==> config.mk <==
export PLATFORM = sky130hd
export DESIGN_NAME = pcie_egress_reader_flat
export DESIGN_NICKNAME = d
export VERILOG_FILES = /design/src/rtl/pcie_egress_reader_if.sv /design/src/rtl/pcie_egress_reader.sv /design/src/flat_wrapper.sv
export SDC_FILE = /design/constraint.sdc
export NUM_CORES = 1
export LEC_CHECK = 0
export CAP_MARGIN = 20
export CORE_MARGIN = 2
export CORE_UTILIZATION = 49
export CTS_CLUSTER_SIZE = 8
export DETAILED_ROUTE_END_ITERATION = 6
export MAX_ROUTING_LAYER = met4
export PLACE_DENSITY = 0.95
export SLEW_MARGIN = 10
export SYNTH_ARGS = -nofsm -noshare
export SYNTH_HDL_FRONTEND = slang
export SYNTH_SLANG_ARGS = --single-unit
==> constraint.sdc <==
create_clock -name clk -period 3.6 [get_ports clk]
set_input_delay 0.36 -clock clk [delete_from_list [all_inputs] [get_ports clk]]
set_output_delay 0.36 -clock clk [all_outputs]
set_load 0.03 [all_outputs]
==> src/rtl/pcie_egress_reader_if.sv <==
// Egress FIFO, downstream sink and counter-read signals for pcie_egress_reader.
interface pcie_egress_reader_if #(
  parameter int DATA_WIDTH = 12,
  parameter int CNT_WIDTH  = 5
);
  logic [3:0]            empty;
  logic [3:0]            almost_full;
  logic [DATA_WIDTH-1:0] data_in0;
  logic [DATA_WIDTH-1:0] data_in1;
  logic [DATA_WIDTH-1:0] data_in2;
  logic [DATA_WIDTH-1:0] data_in3;
  logic                  sink_ready;
  logic                  req;
  logic [2:0]            idx;
  logic [3:0]            pop;
  logic [DATA_WIDTH-1:0] data_out;
  logic                  valid_out;
  logic [CNT_WIDTH-1:0]  counter_out;
  logic                  counter_valid;
  logic                  idle_out;

  modport master (
    output empty, almost_full, data_in0, data_in1, data_in2, data_in3,
    output sink_ready, req, idx,
    input  pop, data_out, valid_out, counter_out, counter_valid, idle_out
  );

  modport slave (
    input  empty, almost_full, data_in0, data_in1, data_in2, data_in3,
    input  sink_ready, req, idx,
    output pop, data_out, valid_out, counter_out, counter_valid, idle_out
  );
endinterface

==> src/rtl/pcie_egress_reader.sv <==
// Drains four egress FIFOs into one downstream stream: almost-full priority,
// otherwise round-robin, two-cycle pop-to-data pipeline, per-channel word counters.
module pcie_egress_reader #(
  parameter int DATA_WIDTH = 12,
  parameter int CNT_WIDTH  = 5
) (
  input  logic                 clk,
  input  logic                 reset,
  input  logic                 init,
  pcie_egress_reader_if.slave  bus
);
  typedef enum logic [1:0] {INIT, IDLE, ACTIVE} state_t;

  state_t                state;
  logic [1:0]            last;
  logic [1:0]            pop_idx;
  logic [1:0]            c;
  logic                  pop_any;
  logic [3:0]            avail;
  logic                  s1_valid;
  logic [1:0]            s1_ch;
  logic [1:0]            out_ch;
  logic [DATA_WIDTH-1:0] word;
  logic [CNT_WIDTH-1:0]  count [4];

  assign avail = ~bus.empty;

  // Loops scan from the least preferred candidate so the preferred one is written last.
  always_comb begin
    pop_idx = '0;
    pop_any = 1'b0;
    c       = '0;
    if (state == ACTIVE && bus.sink_ready && !init && avail != 4'b0000) begin
      pop_any = 1'b1;
      if ((avail & bus.almost_full) != 4'b0000) begin
        for (int unsigned i = 0; i < 4; i++) begin
          c = 2'(3 - i);
          if (avail[c] && bus.almost_full[c]) pop_idx = c;
        end
      end else begin
        for (int unsigned i = 0; i < 4; i++) begin
          c = last + 2'(4 - i);
          if (avail[c]) pop_idx = c;
        end
      end
    end
  end

  assign bus.pop = pop_any ? (4'b0001 << pop_idx) : 4'b0000;

  always_comb begin
    word = bus.data_in0;
    case (s1_ch)
      2'd1:    word = bus.data_in1;
      2'd2:    word = bus.data_in2;
      2'd3:    word = bus.data_in3;
      default: word = bus.data_in0;
    endcase
  end

  always_ff @(posedge clk) begin
    if (!reset) begin
      state             <= INIT;
      last              <= 2'd3;
      s1_valid          <= 1'b0;
      s1_ch             <= '0;
      out_ch            <= '0;
      bus.data_out      <= '0;
      bus.valid_out     <= 1'b0;
      bus.counter_out   <= '0;
      bus.counter_valid <= 1'b0;
      bus.idle_out      <= 1'b0;
      for (int unsigned i = 0; i < 4; i++) count[i] <= '0;
    end else begin
      // A read issued alongside a delivery sees the value before that delivery counts.
      bus.counter_valid <= bus.req;
      bus.counter_out   <= (bus.req && !bus.idx[2]) ? count[bus.idx[1:0]] : '0;
      if (init) begin
        state         <= INIT;
        bus.idle_out  <= 1'b0;
        s1_valid      <= 1'b0;
        bus.valid_out <= 1'b0;
        for (int unsigned i = 0; i < 4; i++) count[i] <= '0;
      end else begin
        s1_valid      <= pop_any;
        s1_ch         <= pop_idx;
        bus.valid_out <= s1_valid;
        out_ch        <= s1_ch;
        if (pop_any) last <= pop_idx;
        if (s1_valid) bus.data_out <= word;
        if (bus.valid_out) count[out_ch] <= count[out_ch] + 1'b1;
        case (state)
          INIT: begin
            state        <= IDLE;
            bus.idle_out <= 1'b1;
          end
          IDLE: begin
            if (bus.empty != 4'b1111) begin
              state        <= ACTIVE;
              bus.idle_out <= 1'b0;
            end else begin
              bus.idle_out <= 1'b1;
            end
          end
          ACTIVE: begin
            if (bus.empty == 4'b1111 && !s1_valid) begin
              state        <= IDLE;
              bus.idle_out <= 1'b1;
            end else begin
              bus.idle_out <= 1'b0;
            end
          end
          default: begin
            state        <= INIT;
            bus.idle_out <= 1'b0;
          end
        endcase
      end
    end
  end
endmodule

==> src/flat_wrapper.sv <==
// flat-port wrapper written by rule: the top's interface ports become plain ports
module pcie_egress_reader_flat 
#(
  parameter int DATA_WIDTH = 12,
  parameter int CNT_WIDTH  = 5
)
  (clk, reset, init, bus_empty, bus_almost_full, bus_data_in0, bus_data_in1, bus_data_in2, bus_data_in3, bus_sink_ready, bus_req, bus_idx, bus_pop, bus_data_out, bus_valid_out, bus_counter_out, bus_counter_valid, bus_idle_out);
  pcie_egress_reader_if #(.DATA_WIDTH(DATA_WIDTH), .CNT_WIDTH(CNT_WIDTH)) bus_i ();
  input  logic clk;
  input  logic reset;
  input  logic init;
  input wire logic [$bits(bus_i.empty)-1:0] bus_empty;
  input wire logic [$bits(bus_i.almost_full)-1:0] bus_almost_full;
  input wire logic [$bits(bus_i.data_in0)-1:0] bus_data_in0;
  input wire logic [$bits(bus_i.data_in1)-1:0] bus_data_in1;
  input wire logic [$bits(bus_i.data_in2)-1:0] bus_data_in2;
  input wire logic [$bits(bus_i.data_in3)-1:0] bus_data_in3;
  input wire logic [$bits(bus_i.sink_ready)-1:0] bus_sink_ready;
  input wire logic [$bits(bus_i.req)-1:0] bus_req;
  input wire logic [$bits(bus_i.idx)-1:0] bus_idx;
  output wire logic [$bits(bus_i.pop)-1:0] bus_pop;
  output wire logic [$bits(bus_i.data_out)-1:0] bus_data_out;
  output wire logic [$bits(bus_i.valid_out)-1:0] bus_valid_out;
  output wire logic [$bits(bus_i.counter_out)-1:0] bus_counter_out;
  output wire logic [$bits(bus_i.counter_valid)-1:0] bus_counter_valid;
  output wire logic [$bits(bus_i.idle_out)-1:0] bus_idle_out;
  assign bus_i.empty = bus_empty;
  assign bus_i.almost_full = bus_almost_full;
  assign bus_i.data_in0 = bus_data_in0;
  assign bus_i.data_in1 = bus_data_in1;
  assign bus_i.data_in2 = bus_data_in2;
  assign bus_i.data_in3 = bus_data_in3;
  assign bus_i.sink_ready = bus_sink_ready;
  assign bus_i.req = bus_req;
  assign bus_i.idx = bus_idx;
  assign bus_pop = bus_i.pop;
  assign bus_data_out = bus_i.data_out;
  assign bus_valid_out = bus_i.valid_out;
  assign bus_counter_out = bus_i.counter_out;
  assign bus_counter_valid = bus_i.counter_valid;
  assign bus_idle_out = bus_i.idle_out;
  pcie_egress_reader #(.DATA_WIDTH(DATA_WIDTH), .CNT_WIDTH(CNT_WIDTH)) u_core (.clk(clk), .reset(reset), .init(init), .bus(bus_i));
endmodule
---- Word-level counts from Yosys, hierarchy flattened ----
Memory sizes are Yosys's and may differ from the RTL's. A register that Yosys moved wholly into a read port is not among the register bits.
Cells that the tools add are included.
word-level totals
  bits of input ports ..................... 64
  bits in registers ....................... 24
  output and inout bits ................... 24
  logic and storage cells ................. 102
  memory bits (writable) .................. 20
  memories ................................ 1
operators by class
  mux-type cells .......................... 44
  reductions and logical operators ........ 22
  bitwise logic cells ..................... 8
  magnitude comparators ................... 4
  equal/unequal tests ..................... 9
  shift-type cells ........................ 1
  add/subtract/negate cells ............... 4
memories
  memory        depth  width  read ports  clocked after Yosys merged registers in  write ports  RTL line                  RTL
  u_core.count  4      5      2           2                                        4            pcie_egress_reader.sv:24  logic [CNT_WIDTH-1:0] count [4];
operators with widths
  operator                                                    count
  one-hot mux 12 bit (3 select lines)                         1
  two-way mux 2 bit                                           15
  two-way mux 5 bit                                           5
  two-way mux 1 bit                                           16
  less-than comparator 2 x 3 -> 1 bit, second input constant  4
  logical AND 1 bit                                           9
  binary-select mux 1 bit (select 2 bit)                      4
  AND reduction 2 bit                                         4
  nonzero test 4 bit                                          2
  equality test 2 bit, second input constant                  3
  one-hot mux 2 bit (3 select lines)                          1
  adder 5 x 1 -> 5 bit, second input constant                 1
  OR reduction 5 bit                                          1
  adder 2 bit, second input constant                          2
  bitwise AND 4 bit                                           1
  equality test 2 x 1 -> 1 bit, second input constant         2
  equality test 4 bit, second input constant                  1
  logical NOT 1 bit                                           4
  two-way mux 4 bit                                           1
  != test 4 bit, second input constant                        1
  inverter 4 bit                                              1
  bitwise OR 1 bit                                            4
  << shifter 1 x 2 -> 4 bit, first input constant             1
  one-hot mux 1 bit (3 select lines)                          1
  6 further kinds                                             7

---- Depth between registers and ports, before layout ----
  depth after elaboration ................. 11
  depth in mapped cells ................... 6
  gate-level depth less buffers ........... 5

---- Worst setup path before layout ----
Ideal clock, no wire load.
  path kind ............................... input port to output port
  from .................................... input bus_empty[1]
  to ...................................... output bus_pop[0]
  stages on the path ...................... 5
  data arrival time ....................... 1738 ps
  required time ........................... 3240 ps
  path slack .............................. 1502 ps
  cell sequence ........................... nor2b_1 -> a211oi_1 -> a2111oi_2 -> a21oi_2 -> nor3_1
between the ends
  cells in the longest elaborated chain, start to end .. 11
  elaborated cells on any way between the ends .. 25
RTL lines
  item                                     RTL line                  RTL
  from (decl)                              flat_wrapper.sv:12        input wire logic [$bits(bus_i.empty)-1:0] bus_empty;
  inverter 4 bit (*)                       pcie_egress_reader.sv:26  assign avail = ~bus.empty;
  binary-select mux 1 bit (select 2 bit)   pcie_egress_reader.sv:43  if (avail[c]) pop_idx = c;
  two-way mux 1 bit (not written as such)  pcie_egress_reader.sv:43
  two-way mux 2 bit (4 in a row)           pcie_egress_reader.sv:43
  two-way mux 2 bit                        pcie_egress_reader.sv:35  if ((avail & bus.almost_full) != 4'b0000) begin
  two-way mux 2 bit                        pcie_egress_reader.sv:33  if (state == ACTIVE && bus.sink_ready && !init && avail != 4'b0000) begin
  << shifter 1 x 2 -> 4 bit                pcie_egress_reader.sv:49  assign bus.pop = pop_any ? (4'b0001 << pop_idx) : 4'b0000;
  two-way mux 4 bit (*)                    pcie_egress_reader.sv:49
  to (decl)                                flat_wrapper.sv:21        output wire logic [$bits(bus_i.pop)-1:0] bus_pop;
Every way passes the cells marked *; elsewhere a longest branch is shown, timed or not. The select of a mux whose other input is x is not followed.

---- Worst setup path after layout ----
  from .................................... input bus_empty[3]
  to ...................................... output bus_pop[3]
Same word-level chain as after synthesis.

==> impl_results.md <==
* Multi-input logic area at 1261 um2
* FF/Latch Area at 1221 um2
* Die Area at 5813 um2
* Worst Max-Slew Pin Slew at 926.5 ps
* Crit path max-delay cell type: clkdlybuf4s50_1
* Outcome: finished, final reports clean
* Cell mode on critical path: clkdlybuf4s50_1
* Asr flop ratio synth at 0%
* Synth area leader: dfxtp_1
* Setup Viol. Count Final at 0
* Worst hold slack at 471.7 ps
* NumNets Final at 369
* CP cell instances: clkdlybuf4s50_1, nand4_1, nand4b_2, a221o_1, a21oi_2, nor2b_1, clkdlybuf4s50_1
* Number of remaining DRC errors at 0
* Clk root buf: clkbuf_8
* Number of setup buffers added after CTS at 0
* Initial antenna violation count at 0
* Total detailed-routing wirelength at 5992 um
* Port bufs at 87
* Iteration-0 DRC count of the detailed router at 124
* Setup TNS at 0 ps
* Clk_skew at 10.88 ps
* Number of I/O pins at 88
* Wirelength per Cell at 15.98 um
* Ant. Diodes at 0
* Worst-path clk slew at 90 ps
* Sequential-to-total area share from yosys stat at 47.75%
* Synth warn at 0
* Clock buffer depth at 2
* Post-DP HPWL at 4743 um
* Via count at 2052
* # fillers at 360
* Max-cap violations at 0
* Critical Path Sink Type: output pin
* Main area contributors after synthesis: dfxtp_1 24%, edfxtp_1 23%, mux4_2 18%
* Worst Path Arrival at 2740 ps
* Die W at 76.25 um
* Worst VDD drop at 0.2003 mV
* Mapped Avg Cell Area at 11.62 um2
* Post-CTS Resized at 0
* Share of cells above drive strength 1 at 11.48%
* Number of enable flip-flop cells after synthesis at 20
* Syn_nets at 285
* Worst path bufs/invs at 2
* Synthesis-to-layout area growth at 39.87%
* Yosys top cell area share at 24.27%
* Placeable Area at 5075 um2
* Cell area power density at 322.1 nW/um2
* Synth Cell Area at 2557 um2
* CP startpoint kind: input pin
* Hold buffer count at CTS at 0
* Vias in the first global route at 2128
* H-tree levels at 2
* Post-route minimum period at 3103 ps
* Cts bufs inserted at 5
* Row count at 26
* Worst min-delay path category: reg -> reg
* Max_slew headroom at 38.11%
* Final ANT Viol Nets at 0
* Pleak at 1.242 nW
* RSZ-0062 raised after global routing: no
* CTS tree: done
* Critical path's top delay family: buffers and inverters
* Vias/cell at 5.472
* Flop-to-flop setup slack at 1460 ps
* Number of distinct library cells after synthesis at 37
* Synth Register Bits at 51
* TritonCTS Sinks at 51
* First-pass GRT wire length at 9977 um
* Worst-path fanout max at 6
* Crit path kind: in -> out
* Iteration count of the initial detailed-routing pass at 4
* WP data required at 3240 ps
* Worst-Skew Late Latency at 300 ps
* Main synth FF type: dfxtp_1
* CP peak stage delay at 680 ps
* Die Y at 76.25 um
* Congestion Overflow GR at 0
* Max-slew violations at 0
* Largest net degree at the start of global routing at 22
* Initial Util at 50.39%
* Syn Inst Count at 220
* Tot Pwr at 0.001152 W
* Routability cong. at 0.8286
* Final hold vios at 0
* Gr usage total at 22.59%
* Fmax at 0.3222 GHz
* Final Cycle Share at 86.20%
[synthesized netlist by cell type, types with 2 or more instances]
cell / instances
mux2i_1: 2
o21a_1: 3
nand3_2: 2
a21boi_0: 13
nor3_1: 2
buf_2: 3
nand2_1: 35
and2_1: 6
mux4_1: 2
mux4_2: 20
a21oi_1: 4
edfxtp_1: 20
dfxtp_1: 31
nand2b_1: 4
nand4_1: 2
clkbuf_1: 7
o21ai_0: 4
xor2_2: 2
inv_1: 4
nor2b_1: 15
nor2_1: 23
[metal layers]
layer / wire length, um / up-vias / global-route usage (%)
met5: 0 / - / -
met4: 89 / 0 / 6.545
met3: 311 / 8 / 4.858
met2: 3331 / 73 / 41.77
met1: 2260 / 1013 / 24.28
li1: - / 958 / -
[cells in the final DEF (no fill, tap or decap), drive strengths merged, types with 5 or more instances in the layout]
cell            n
clkdlybuf4s50  87
nand2          35
dfxtp          31
nor2           23
mux4           22
edfxtp         20
nor2b          15
a21boi         13
clkbuf          7
and2            6
a21oi           5
[worst paths after layout]
check / startpoint / end / depth (start not counted)
min reg2reg: u_core.bus.data_out[7] / u_core.bus.data_out[7] / 2
min: u_core.bus.data_out[7] / u_core.bus.data_out[7] / 2
max: bus_empty[3] / bus_pop[3] / 7
max reg2reg: flop / u_core.count[0][2] / 4
[worst register-to-register path, stage by stage (launching register included)]
cell and delay, ps:
dfxtp_1 520, mux4_2 650, ha_1 260, xnor2_1 380, nor2_1 80
[cell type report]
class	count	area share, %
Clock buffer	7	2.134
Inverter	4	0.4197
Timing Repair Buffer	89	24.76
Sequential cell	51	34.14
Clock inverter	1	0.8395
Multi-Input combinational cell	153	35.26
Tap cell	70	2.448
[cell families (layout without fill, tap and decap cells)]
group	count (synthesis)	after routing	share of synthesized area, %
muxes	24	24	20.45
adders and majority gates	1	1	0.4892
AOI/OAI and AO/OA	30	30	8.513
and+or+nand+nor	95	95	18.25
xor gates and xnor gates	3	3	1.614
DFF	51	51	47.75
buffers and inverters	16	101	2.935
[sequential cells by signal (all words and copies together), names as in the netlist, 2 cells and up, named ones only]
| name | count |
|---|---|
| u_core.out_ch | 2 |
| u_core.state | 2 |
| u_core.count | 20 |
| u_core.bus.data_out | 12 |
| u_core.last | 2 |
| u_core.s1_ch | 2 |
| u_core.bus.counter_out | 5 |
[power breakdown]
part / total, W / switching (W) / leakage (nW) / internal, W
Combinational: 0.000149 / 0.0000509 / 0.716 / 0.0000983
Sequential: 0.000618 / 0.00000742 / 0.473 / 0.000611
Clock: 0.000385 / 0.000176 / 0.0524 / 0.000208
Total: 0.00115 / 0.000235 / 1.24 / 0.000917
[stage by stage]
stage               instance area, um2  worst slack [ps]  utilization, %  cells
detailed placement                3471             529.5           68.39    367
CTS                               3577             510.6           70.49    375
floorplan                         2557              1502               -    220
finish                            3577             496.7           70.49    375
global placement                  3471             659.8           68.39    367
global route                      3577             366.0           70.49    375
(Power assumes the default switching activity.)
